===== config.mk =====
export PLATFORM = sky130hd
export DESIGN_NAME = gpmc_fifo_bridge
export DESIGN_NICKNAME = d
export VERILOG_FILES = /design/src/rtl/gpmc_fifo_bridge.sv
export SDC_FILE = /design/constraint.sdc
export NUM_CORES = 1
export LEC_CHECK = 0
export ABC_AREA = 1
export CORE_UTILIZATION = 38
export CTS_BUF_LIST = sky130_fd_sc_hd__clkbuf_4
export DETAILED_ROUTE_END_ITERATION = 8
export MAX_ROUTING_LAYER = met4
export PLACE_DENSITY_LB_ADDON = 0.05
export SLEW_MARGIN = 20
export SYNTH_ARGS = -nofsm -noshare
export SYNTH_HDL_FRONTEND = slang
export SYNTH_SLANG_ARGS = --single-unit

===== constraint.sdc =====
create_clock -name clk -period 4.1 [get_ports clk]
set_input_delay 0.82 -clock clk [delete_from_list [all_inputs] [get_ports clk]]
set_output_delay 0.82 -clock clk [all_outputs]
set_load 0.01 [all_outputs]

===== src/rtl/gpmc_fifo_bridge.sv =====
// GPMC muxed 16-bit address/data slave: host writes push a host-to-fabric FIFO, host reads pop a fabric-to-host FIFO.
// Optional sticky overflow/underflow flags are enabled by defining GPMC_BRIDGE_ERR_EN.
module gpmc_fifo_bridge #(
  parameter int unsigned DEPTH_LOG2 = 4
) (
  input  logic        clk,
  input  logic        rst,
  input  logic [15:0] ad_in,
  output logic [15:0] ad_out,
  output logic        ad_oe,
  input  logic        nWE,
  input  logic        nOE,
  input  logic        nADV,
  input  logic        CS4,
  output logic [15:0] wr_data,
  output logic        wr_valid,
  input  logic        wr_ready,
  input  logic [15:0] rd_data,
  input  logic        rd_valid,
  output logic        rd_ready,
  output logic        tx_data_ok,
  output logic        rx_data_ok
);
  localparam int unsigned PW    = DEPTH_LOG2 + 1;
  localparam int unsigned DEPTH = 1 << DEPTH_LOG2;

  typedef enum logic [2:0] {IDLE, ADDR, WAIT, WRITE, READ} state_t;
  state_t r_state, w_next;

  // Strobe bit order {CS4, nADV, nOE, nWE}; all flops idle high so reset never fakes an edge into a cycle.
  logic [3:0]  r_strb_m, r_strb_s, r_strb_d;
  logic [15:0] r_ad_m, r_ad_s;

  always_ff @(posedge clk or posedge rst) begin
    if (rst) begin
      r_strb_m <= '1;
      r_strb_s <= '1;
      r_strb_d <= '1;
      r_ad_m   <= '0;
      r_ad_s   <= '0;
    end else begin
      r_strb_m <= {CS4, nADV, nOE, nWE};
      r_strb_s <= r_strb_m;
      r_strb_d <= r_strb_s;
      r_ad_m   <= ad_in;
      r_ad_s   <= r_ad_m;
    end
  end

  logic w_cs_s, w_nadv_s, w_nwe_s;
  logic w_cs_rise, w_nadv_rise, w_noe_rise, w_noe_fall, w_nwe_rise, w_nwe_fall;
  assign w_cs_s      = r_strb_s[3];
  assign w_nadv_s    = r_strb_s[2];
  assign w_nwe_s     = r_strb_s[0];
  assign w_cs_rise   = r_strb_s[3] & ~r_strb_d[3];
  assign w_nadv_rise = r_strb_s[2] & ~r_strb_d[2];
  assign w_noe_rise  = r_strb_s[1] & ~r_strb_d[1];
  assign w_noe_fall  = ~r_strb_s[1] & r_strb_d[1];
  assign w_nwe_rise  = r_strb_s[0] & ~r_strb_d[0];
  assign w_nwe_fall  = ~r_strb_s[0] & r_strb_d[0];

  logic        r_addr, r_rd_ne;
  logic [15:0] r_wdata, r_ad_out;
  logic        r_ad_oe;
  logic        w_addr_lat, w_hpush, w_hpop, w_rd_load;

  always_comb begin
    w_next     = r_state;
    w_addr_lat = 1'b0;
    w_hpush    = 1'b0;
    w_hpop     = 1'b0;
    w_rd_load  = 1'b0;
    if (r_state != IDLE && w_cs_rise) begin
      w_next = IDLE;
    end else begin
      case (r_state)
        IDLE:  if (!w_nadv_s && !w_cs_s) w_next = ADDR;
        ADDR:  if (w_nadv_rise) begin
                 w_next     = WAIT;
                 w_addr_lat = 1'b1;
               end
        WAIT:  if (w_nwe_fall) begin
                 w_next = WRITE;
               end else if (w_noe_fall) begin
                 w_next    = READ;
                 w_rd_load = 1'b1;
               end
        WRITE: if (w_nwe_rise) begin
                 w_next  = IDLE;
                 w_hpush = !r_addr;
               end
        READ:  if (w_noe_rise) begin
                 w_next = IDLE;
                 w_hpop = !r_addr && r_rd_ne;
               end
        default: w_next = IDLE;
      endcase
    end
  end

  always_ff @(posedge clk or posedge rst) begin
    if (rst) r_state <= IDLE;
    else     r_state <= w_next;
  end

  // Write FIFO (host -> fabric)
  logic [15:0]   r_wq_mem [DEPTH];
  logic [PW-1:0] r_wq_wptr, r_wq_rptr, w_wq_wptr_n, w_wq_rptr_n, w_wq_cnt, w_wq_cnt_n;
  logic          w_wq_full, w_wq_push, w_wq_pop;
  logic [15:0]   r_wr_data;
  logic          r_wr_valid, r_tx_ok;

  assign w_wq_full   = (r_wq_wptr == {~r_wq_rptr[PW-1], r_wq_rptr[PW-2:0]});
  assign w_wq_push   = w_hpush && !w_wq_full;
  assign w_wq_pop    = r_wr_valid && wr_ready;
  assign w_wq_wptr_n = r_wq_wptr + PW'(w_wq_push);
  assign w_wq_rptr_n = r_wq_rptr + PW'(w_wq_pop);
  assign w_wq_cnt    = r_wq_wptr - r_wq_rptr;
  assign w_wq_cnt_n  = w_wq_wptr_n - w_wq_rptr_n;

  always_ff @(posedge clk) begin
    if (w_wq_push) r_wq_mem[r_wq_wptr[PW-2:0]] <= r_wdata;
  end

  always_ff @(posedge clk or posedge rst) begin
    if (rst) begin
      r_wq_wptr  <= '0;
      r_wq_rptr  <= '0;
      r_wr_data  <= '0;
      r_wr_valid <= 1'b0;
      r_tx_ok    <= 1'b0;
    end else begin
      r_wq_wptr  <= w_wq_wptr_n;
      r_wq_rptr  <= w_wq_rptr_n;
      r_wr_valid <= (w_wq_cnt_n != '0);
      r_tx_ok    <= (w_wq_cnt_n != PW'(DEPTH));
      // Bypass: a word pushed into the slot that becomes the head is not yet readable from memory.
      if (w_wq_push && (r_wq_wptr == w_wq_rptr_n)) r_wr_data <= r_wdata;
      else                                         r_wr_data <= r_wq_mem[w_wq_rptr_n[PW-2:0]];
    end
  end

  // Read FIFO (fabric -> host)
  logic [15:0]   r_rq_mem [DEPTH];
  logic [PW-1:0] r_rq_wptr, r_rq_rptr, w_rq_wptr_n, w_rq_rptr_n, w_rq_cnt;
  logic          w_rq_full, w_rq_empty, w_rq_push;
  logic          r_rx_ok;

  assign w_rq_full   = (r_rq_wptr == {~r_rq_rptr[PW-1], r_rq_rptr[PW-2:0]});
  assign w_rq_empty  = (r_rq_wptr == r_rq_rptr);
  assign w_rq_push   = rd_valid && !w_rq_full;
  assign w_rq_wptr_n = r_rq_wptr + PW'(w_rq_push);
  assign w_rq_rptr_n = r_rq_rptr + PW'(w_hpop);
  assign w_rq_cnt    = r_rq_wptr - r_rq_rptr;

  always_ff @(posedge clk) begin
    if (w_rq_push) r_rq_mem[r_rq_wptr[PW-2:0]] <= rd_data;
  end

  always_ff @(posedge clk or posedge rst) begin
    if (rst) begin
      r_rq_wptr <= '0;
      r_rq_rptr <= '0;
      r_rx_ok   <= 1'b0;
    end else begin
      r_rq_wptr <= w_rq_wptr_n;
      r_rq_rptr <= w_rq_rptr_n;
      r_rx_ok   <= (w_rq_wptr_n != w_rq_rptr_n);
    end
  end

  logic [1:0] w_err;
`ifdef GPMC_BRIDGE_ERR_EN
  logic r_ovf, r_udf, w_ovf_set, w_udf_set, w_clr_err;
  assign w_ovf_set = w_hpush && w_wq_full;
  assign w_udf_set = w_rd_load && !r_addr && w_rq_empty;
  assign w_clr_err = (r_state == READ) && w_noe_rise && !w_cs_rise && r_addr;

  always_ff @(posedge clk or posedge rst) begin
    if (rst) begin
      r_ovf <= 1'b0;
      r_udf <= 1'b0;
    end else if (w_clr_err) begin
      r_ovf <= 1'b0;
      r_udf <= 1'b0;
    end else begin
      if (w_ovf_set) r_ovf <= 1'b1;
      if (w_udf_set) r_udf <= 1'b1;
    end
  end
  assign w_err = {r_ovf, r_udf};
`else
  assign w_err = 2'b00;
`endif

  logic [15:0] w_status;
  assign w_status = {w_err, 6'(w_rq_cnt), 2'b00, 6'(PW'(DEPTH) - w_wq_cnt)};

  always_ff @(posedge clk or posedge rst) begin
    if (rst) begin
      r_addr   <= 1'b0;
      r_rd_ne  <= 1'b0;
      r_wdata  <= '0;
      r_ad_out <= '0;
      r_ad_oe  <= 1'b0;
    end else begin
      r_ad_oe <= (w_next == READ);
      if (w_addr_lat) r_addr <= r_ad_s[0];
      if (r_state == WRITE && !w_nwe_s) r_wdata <= r_ad_s;
      if (w_rd_load) begin
        r_rd_ne <= !w_rq_empty;
        if (r_addr)          r_ad_out <= w_status;
        else if (w_rq_empty) r_ad_out <= '0;
        else                 r_ad_out <= r_rq_mem[r_rq_rptr[PW-2:0]];
      end
    end
  end

  assign ad_out     = r_ad_out;
  assign ad_oe      = r_ad_oe;
  assign wr_data    = r_wr_data;
  assign wr_valid   = r_wr_valid;
  assign rd_ready   = !w_rq_full;
  assign tx_data_ok = r_tx_ok;
  assign rx_data_ok = r_rx_ok;
endmodule

==> flow_metrics.env, run 1 <==
export IMPL_internal_power_w=0.01317
export IMPL_async_flop_share_pct=19.12
export IMPL_clock_tree_buffer_depth=3
export IMPL_leakage_power_total_nw=11.29
export IMPL_synth_nets=2188
export IMPL_number_of_levels_in_the_clock_h_tree=4
export IMPL_synthDistinctLibCells=41
export IMPL_port_buffers=76
export IMPL_die_height_um=260.8
export IMPL_layout_area_seq_um2=18420
export IMPL_power_share_clock_pct=28.3
export IMPL_areaGrowthSynthToFinish_pct=17.35
export IMPL_power_switching_w=0.007194
export IMPL_grt_max_degree=105
export IMPL_avgViaCountPerCell=4.981
export IMPL_postSynthRegisterBits=633
export IMPL_globalplace_congestion=0.8030
export IMPL_synth_ff_type="edfxtp_1"
export IMPL_wl_per_cell_um=20.97
export IMPL_syn_area_per_cell_um2=11.98
export IMPL_dr_pass1_iters=7
export IMPL_report_final_hold_viol_count=0
export IMPL_drt_total_wl_um=70260
export IMPL_cts_setup_buffers=0
export IMPL_drive_gt1_share_pct=17.77
export IMPL_multi_input_gate_area_um2=6302
export IMPL_period_needed_ns=3.803
export IMPL_reg2regPathDepth=9
export IMPL_critPathLaunchType="flip-flop"
export IMPL_cp_class="flip-flop to output port"
export IMPL_drcViolationCount=2
export IMPL_grt_overflow_total=0
export IMPL_yosys_area_top_type="edfxtp_1"
export IMPL_drv_max_cap_violation_count=0
export IMPL_grt_antenna_before_repair=4
export IMPL_cp_arrival_ns=2.98
export IMPL_ant_nets=0
export IMPL_sum_of_negative_setup_slack_ns=0
export IMPL_commonest_non_fill_non_tap_cell_in_the_layout="edfxtp_1"
export IMPL_grt_pass1_wl_um=105000
export IMPL_synth_sequential_area_ratio_pct=72.36
export IMPL_synth_top_area_share_pct=60.41
export IMPL_drtIter0Drc=1054
export IMPL_fp_dieW_um=260.8
export IMPL_grt_setup_unrepaired="no"
export IMPL_grt_pass1_vias=16750
export IMPL_hpwl_um=40060
export IMPL_initial_core_util_pct=38.57
export IMPL_final_instance_count_excl_fill=3350
export IMPL_tightestPinTransition_ns=1.071
export IMPL_post_cts_resized=0
export IMPL_switching_share_pct=35.32
export IMPL_cts_made_buffers=171
export IMPL_final_min_period_over_clock_period_pct=92.76
export IMPL_critPathCaptureType="output port"
export IMPL_post_synth_main_area_contributors="edfxtp_1 (60%), dfrtp_1 (11%), nor2_1 (5.7%), nand2_1 (4.9%), o21ai_0 (4.0%)"
export IMPL_io_pins=77
export IMPL_critical_path_required_ns=3.28
export IMPL_finalSetupViolCount=0
export IMPL_global_routing_usage_summed_across_all_routing_layers_pct=21.86
export IMPL_finalNetCount=2400
export IMPL_synth_warning_count=0
export IMPL_fp_row_count=94
export IMPL_syn_cell_area_um2=25450
export IMPL_timing_final_max_slew_violations=0
export IMPL_relSlewSlack_pct=28.33
export IMPL_dp_cells=3027
export IMPL_class_of_the_worst_hold_path="primary input to flip-flop"
export IMPL_min_path_cells=1
export IMPL_cts_reportedPaths_clkPinSlew_ns=0.06
export IMPL_failing_checks="design-rule violations"
export IMPL_timing_fmax_ghz=0.2630
export IMPL_num_vias=16690
export IMPL_core_area_um2=65980
export IMPL_die_area_um2=68020
export IMPL_power_share_combinational_pct=29.1
export IMPL_tritoncts="done"
export IMPL_seqPwrFrac_pct=42.6
export IMPL_post_route_clock_skew_ns=0.04351
export IMPL_fillers=6150
export IMPL_cts_hold_buf=0
export IMPL_clkLatencyLatePin_ns=0.98
export IMPL_root_buffer="clkbuf_4"
export IMPL_layout_cells_most_common_list="edfxtp_1 (512), nor2_1 (355), nand2_1 (331)"
export IMPL_result_of_the_run="complete, but fails checks"
export IMPL_cp_max_fo=18
export IMPL_synth_edff_count=512
export IMPL_power_per_cell_area_nw_per_um2=681.9
export IMPL_post_synth_inst_count=2125
export IMPL_cts_sinks=633
export IMPL_peakVddDrop_mv=0.6158
-- synth_stat cells (9+ instances only) --
| cell type | instances |
|---|---|
| a21oi_1 | 34 |
| buf_2 | 41 |
| clkbuf_1 | 51 |
| dfrtp_1 | 109 |
| dfstp_2 | 12 |
| edfxtp_1 | 512 |
| ha_1 | 21 |
| inv_1 | 88 |
| mux2_2 | 15 |
| nand2_1 | 331 |
| nand3_1 | 160 |
| nand4_1 | 9 |
| nor2_1 | 386 |
| o211ai_1 | 65 |
| o21ai_0 | 204 |
| xor2_1 | 18 |
-- state kept, by name, indices dropped and copies added, names as in the netlist, 3 cells and up --
signal / cells
ad_out: 16
r_ad_m: 16
r_ad_s: 16
r_rq_mem: 256
r_rq_rptr: 5
r_rq_wptr: 5
r_state: 3
r_strb_d: 4
r_strb_m: 4
r_strb_s: 4
r_wdata: 16
r_wq_mem: 256
r_wq_rptr: 5
r_wq_wptr: 5
wr_data: 16
-- critical path: stages (launching register included) --
cell             delay [ns]
dfrtp_1                0.32
buf_4                  0.32
clkinv_1               0.15
ha_1                   0.37
nand2_1                0.07
nor2_1                 0.21
nand2_1                0.10
clkdlybuf4s50_1        0.48
-- cell families (layout without fill, tap and decap cells) --
group | after synthesis | in the layout | synth area share [%]
and+or+nand+nor | 902 | 902 | 14.41
DFF | 633 | 633 | 72.36
AOI/OAI and AO/OA | 325 | 325 | 7.138
buffers and inverters | 201 | 558 | 3.279
xor gates and xnor gates | 26 | 26 | 0.9537
adders and majority gates | 23 | 23 | 1.190
muxes | 15 | 15 | 0.6636
other | 0 | 4 | 0
-- metal layers --
layer	GRT usage, %	vias up	share of wire (%)
met5	-	-	0
met4	9.211	0	3.0
met3	4.837	136	4.5
met2	36.96	402	52
met1	24.97	8186	41
li1	-	7963	-
-- metrics by stage --
step	worst slack (ns)	hold WS [ns]	util, %	instance area (um^2)	total power [W]
3_3_place_gp	0.8486	0.3335	41.73	27540	0.01480
3_5_place_dp	0.8111	0.3347	41.73	27540	0.01485
4_1_cts	0.1618	0.1453	45.22	29840	0.02073
2_1_floorplan	0.08569	0.3312	-	25450	0.01238
5_1_grt	0.05460	0.1760	45.27	29870	0.02177
6_report	0.2970	0.2940	45.27	29870	0.02037
-- layout make-up --
type	instances	area share (%)
Sequential cell	633	61.68
Tap cell	864	3.619
Multi-Input combinational cell	1291	21.10
Inverter	97	1.248
Antenna cell	4	0.03351
Clock inverter	44	0.8211
Clock buffer	274	6.887
Timing Repair Buffer	143	4.608
-- worst paths after layout --
| check | start | end | slack [ns] |
|---|---|---|---|
| max | r_rq_rptr[3] | rd_ready | 0.30 |
| min | nWE | r_strb_m[0] | 0.29 |
| max in group asynchronous | rst | r_rq_rptr[1] | 2.87 |
| min reg2reg | r_ad_m[15] | r_ad_s[15] | 0.34 |
| min in group asynchronous | rst | ad_out[14] | 0.42 |
| max reg2reg | r_rq_rptr[3] | r_rq_mem[12][7] | 0.92 |
-- power by group through the flow --
| stage | clock network [W] | logic [W] | registers [W] |
|---|---|---|---|
| floorplan | 0 | 0.00386 | 0.00852 |
| detailed placement | 0 | 0.00601 | 0.00884 |
| global placement | 0 | 0.00596 | 0.00884 |
| global route | 0.00630 | 0.00670 | 0.00877 |
| CTS | 0.00598 | 0.00603 | 0.00871 |
| finish | 0.00577 | 0.00592 | 0.00868 |
Note: power is estimated with default switching activity, not from simulation.
==> run 2, diff against run 1 <==
--- a/config.mk
+++ b/config.mk
@@ -6,6 +6,7 @@
 export NUM_CORES = 1
 export LEC_CHECK = 0
 export ABC_AREA = 1
+export ABC_CLOCK_PERIOD_IN_PS = 4100
 export CORE_UTILIZATION = 38
 export CTS_BUF_LIST = sky130_fd_sc_hd__clkbuf_4
 export DETAILED_ROUTE_END_ITERATION = 8
==> results of run 2 <==
The final DEF is identical to that of run 1; final timing and power are the same.
==> run 3, diff against run 2 <==
--- a/config.mk
+++ b/config.mk
@@ -6,8 +6,8 @@
 export NUM_CORES = 1
 export LEC_CHECK = 0
 export ABC_AREA = 1
-export ABC_CLOCK_PERIOD_IN_PS = 4100
-export CORE_UTILIZATION = 38
+export ABC_CLOCK_PERIOD_IN_PS = 4800
+export CORE_UTILIZATION = 50
 export CTS_BUF_LIST = sky130_fd_sc_hd__clkbuf_4
 export DETAILED_ROUTE_END_ITERATION = 8
 export MAX_ROUTING_LAYER = met4
==> constraint.sdc (replaced) <==
create_clock -name clk -period 4.8 [get_ports clk]
set_input_delay 0.96 -clock clk [delete_from_list [all_inputs] [get_ports clk]]
set_output_delay 0.96 -clock clk [all_outputs]
set_load 0.01 [all_outputs]
==> flow_metrics.env, run 3 (synthesized netlist as in run 1, its figures left out) <==
export IMPL_die_area_um2=51810
export IMPL_avgViaCountPerCell=5.352
export IMPL_class_of_the_worst_hold_path="flip-flop to flip-flop"
export IMPL_root_buffer="clkbuf_4"
export IMPL_drcViolationCount=0
export IMPL_reg2regPathDepth=14
export IMPL_grt_pass1_vias=16550
export IMPL_timing_final_max_slew_violations=0
export IMPL_fp_dieW_um=227.6
export IMPL_peakVddDrop_mv=0.4151
export IMPL_grt_pass1_wl_um=96930
export IMPL_min_delay_worst_endpoint="r_ad_s[6]"
export IMPL_worst_path_dominant_cell_family="buffers and inverters"
export IMPL_number_of_levels_in_the_clock_h_tree=4
export IMPL_critPathCaptureType="output port"
export IMPL_grt_max_degree=129
export IMPL_commonest_non_fill_non_tap_cell_in_the_layout="edfxtp_1"
export IMPL_power_per_cell_area_nw_per_um2=581.2
export IMPL_port_buffers=76
export IMPL_dr_pass1_iters=5
export IMPL_grt_overflow_total=0
export IMPL_cp_max_fo=18
export IMPL_leakage_power_total_nw=11.16
export IMPL_cp_common_cell="nand2_1"
export IMPL_core_area_um2=50170
export IMPL_clock_tree_buffer_depth=3
export IMPL_grt_antenna_before_repair=3
export IMPL_cp_arrival_ns=3.04
export IMPL_cts_setup_buffers=0
export IMPL_grt_setup_unrepaired="no"
export IMPL_num_vias=16700
export IMPL_sum_of_negative_setup_slack_ns=0
export IMPL_globalplace_congestion=0.8327
export IMPL_io_pins=77
export IMPL_cpMaxStageDelayCell="clkdlybuf4s50_1"
export IMPL_drive_gt1_share_pct=16.58
export IMPL_ff2ff_setup_slack_ns=1.36
export IMPL_hpwl_um=36540
export IMPL_critical_path_cell_by_cell="buf_4 -> clkinv_1 -> ha_1 -> nand2_1 -> nor2_1 -> nand2_1 -> clkdlybuf4s50_1"
export IMPL_timing_critical_path_buf_inv=3
export IMPL_cp_slowest_stage_delay_ns=0.49
export IMPL_post_cts_resized=0
export IMPL_drtIter0Drc=1239
export IMPL_global_routing_usage_summed_across_all_routing_layers_pct=26.78
export IMPL_ant_nets=0
export IMPL_result_of_the_run="complete, no violations"
export IMPL_cts_hold_buf=0
export IMPL_regToRegEndpoint="wr_valid"
export IMPL_finalSetupViolCount=0
export IMPL_tritoncts="done"
export IMPL_cts_made_buffers=162
export IMPL_dp_cells=2825
export IMPL_post_route_clock_skew_ns=0.04124
export IMPL_cp_class="flip-flop to output port"
export IMPL_total_power_consumption_w=0.01705
export IMPL_min_path_cells=0
export IMPL_tightestPinTransition_ns=0.9920
export IMPL_critPathLaunchType="flip-flop"
export IMPL_initial_core_util_pct=50.73
export IMPL_fp_row_count=82
export IMPL_period_needed_ns=3.996
export IMPL_drv_max_cap_violation_count=0
export IMPL_final_min_period_over_clock_period_pct=83.25
export IMPL_drt_total_wl_um=64680
export IMPL_relSlewSlack_pct=33.86
export IMPL_cts_reportedPaths_clkPinSlew_ns=0.06
export IMPL_timing_fmax_ghz=0.2503
export IMPL_r2r_start="r_wq_wptr[2]"
export IMPL_cts_sinks=633
export IMPL_die_height_um=227.6
export IMPL_areaGrowthSynthToFinish_pct=15.28
export IMPL_clkLatencyLatePin_ns=1.01
export IMPL_report_final_hold_viol_count=0
export IMPL_final_instance_count_excl_fill=3120
export IMPL_final_core_occ_pct=58.48
export IMPL_finalNetCount=2380
export IMPL_critical_path_required_ns=3.84
export IMPL_fillers=4214
export IMPL_wl_per_cell_um=20.73
export IMPL_hold_start="r_ad_m[6]"
export IMPL_layout_cells_most_common_list="edfxtp_1 (512), nor2_1 (368), nand2_1 (331)"
## run 3: cell types whose count changed in the layout (fill, tap and decap cells not counted), sizes merged, moves of 2 or more
| cell | previous run | this run |
|---|---|---|
| diode | 4 | 6 |
| clkinv | 38 | 15 |
| clkbuf | 274 | 268 |
| buf | 67 | 56 |
| bufinv | 2 | 4 |
## run 3: layout make-up
class / instances / area (um^2) / area share, %
multi-input combinational: 1291 / 6275 / 21.39
clock buffer: 268 / 2012 / 6.857
antenna: 6 / 15.01 / 0.05117
inverter: 97 / 372.9 / 1.271
tap: 672 / 840.8 / 2.866
clock inverter: 21 / 193.9 / 0.6610
sequential: 633 / 18420 / 62.78
timing repair buffer: 132 / 1210 / 4.124
## run 3: power breakdown
group	total [W]	leakage [nW]	switching [W]	internal [W]
clock network	0.00483	1.33	0.00211	0.00271
registers	0.00738	6.09	0.000607	0.00678
logic	0.00484	3.74	0.00317	0.00167
total	0.0171	11.2	0.00589	0.0112
## run 3: worst max-delay path by stage
stage                 startpoint  slack (ns)          to  cells after the start
floorplan                    rst        0.65       ad_oe                      1
global placement        wr_ready        1.10  wr_data[7]                     12
detailed placement      wr_ready        1.17  wr_data[3]                     13
CTS                 r_rq_rptr[3]        0.70    rd_ready                      7
global route        r_rq_rptr[3]        0.63    rd_ready                      7
finish              r_rq_rptr[3]        0.80    rd_ready                      7
## run 3: metal layers
metal / track usage (%) / wire length, um
met5: - / 0
met3: 6.003 / 3516
met4: 11.95 / 2087
met2: 44.27 / 32770
met1: 31.39 / 26310
## run 3: stage by stage
| stage | instance area [um^2] | hold WS, ns | worst slack (ns) |
|---|---|---|---|
| CTS | 29330 | 0.2848 | 0.6973 |
| global route | 29330 | 0.3271 | 0.6270 |
| detailed placement | 27120 | 0.3355 | 1.166 |
| floorplan | 25450 | 0.3312 | 0.6457 |
| finish | 29340 | 0.3380 | 0.8042 |
| global placement | 27120 | 0.3355 | 1.100 |
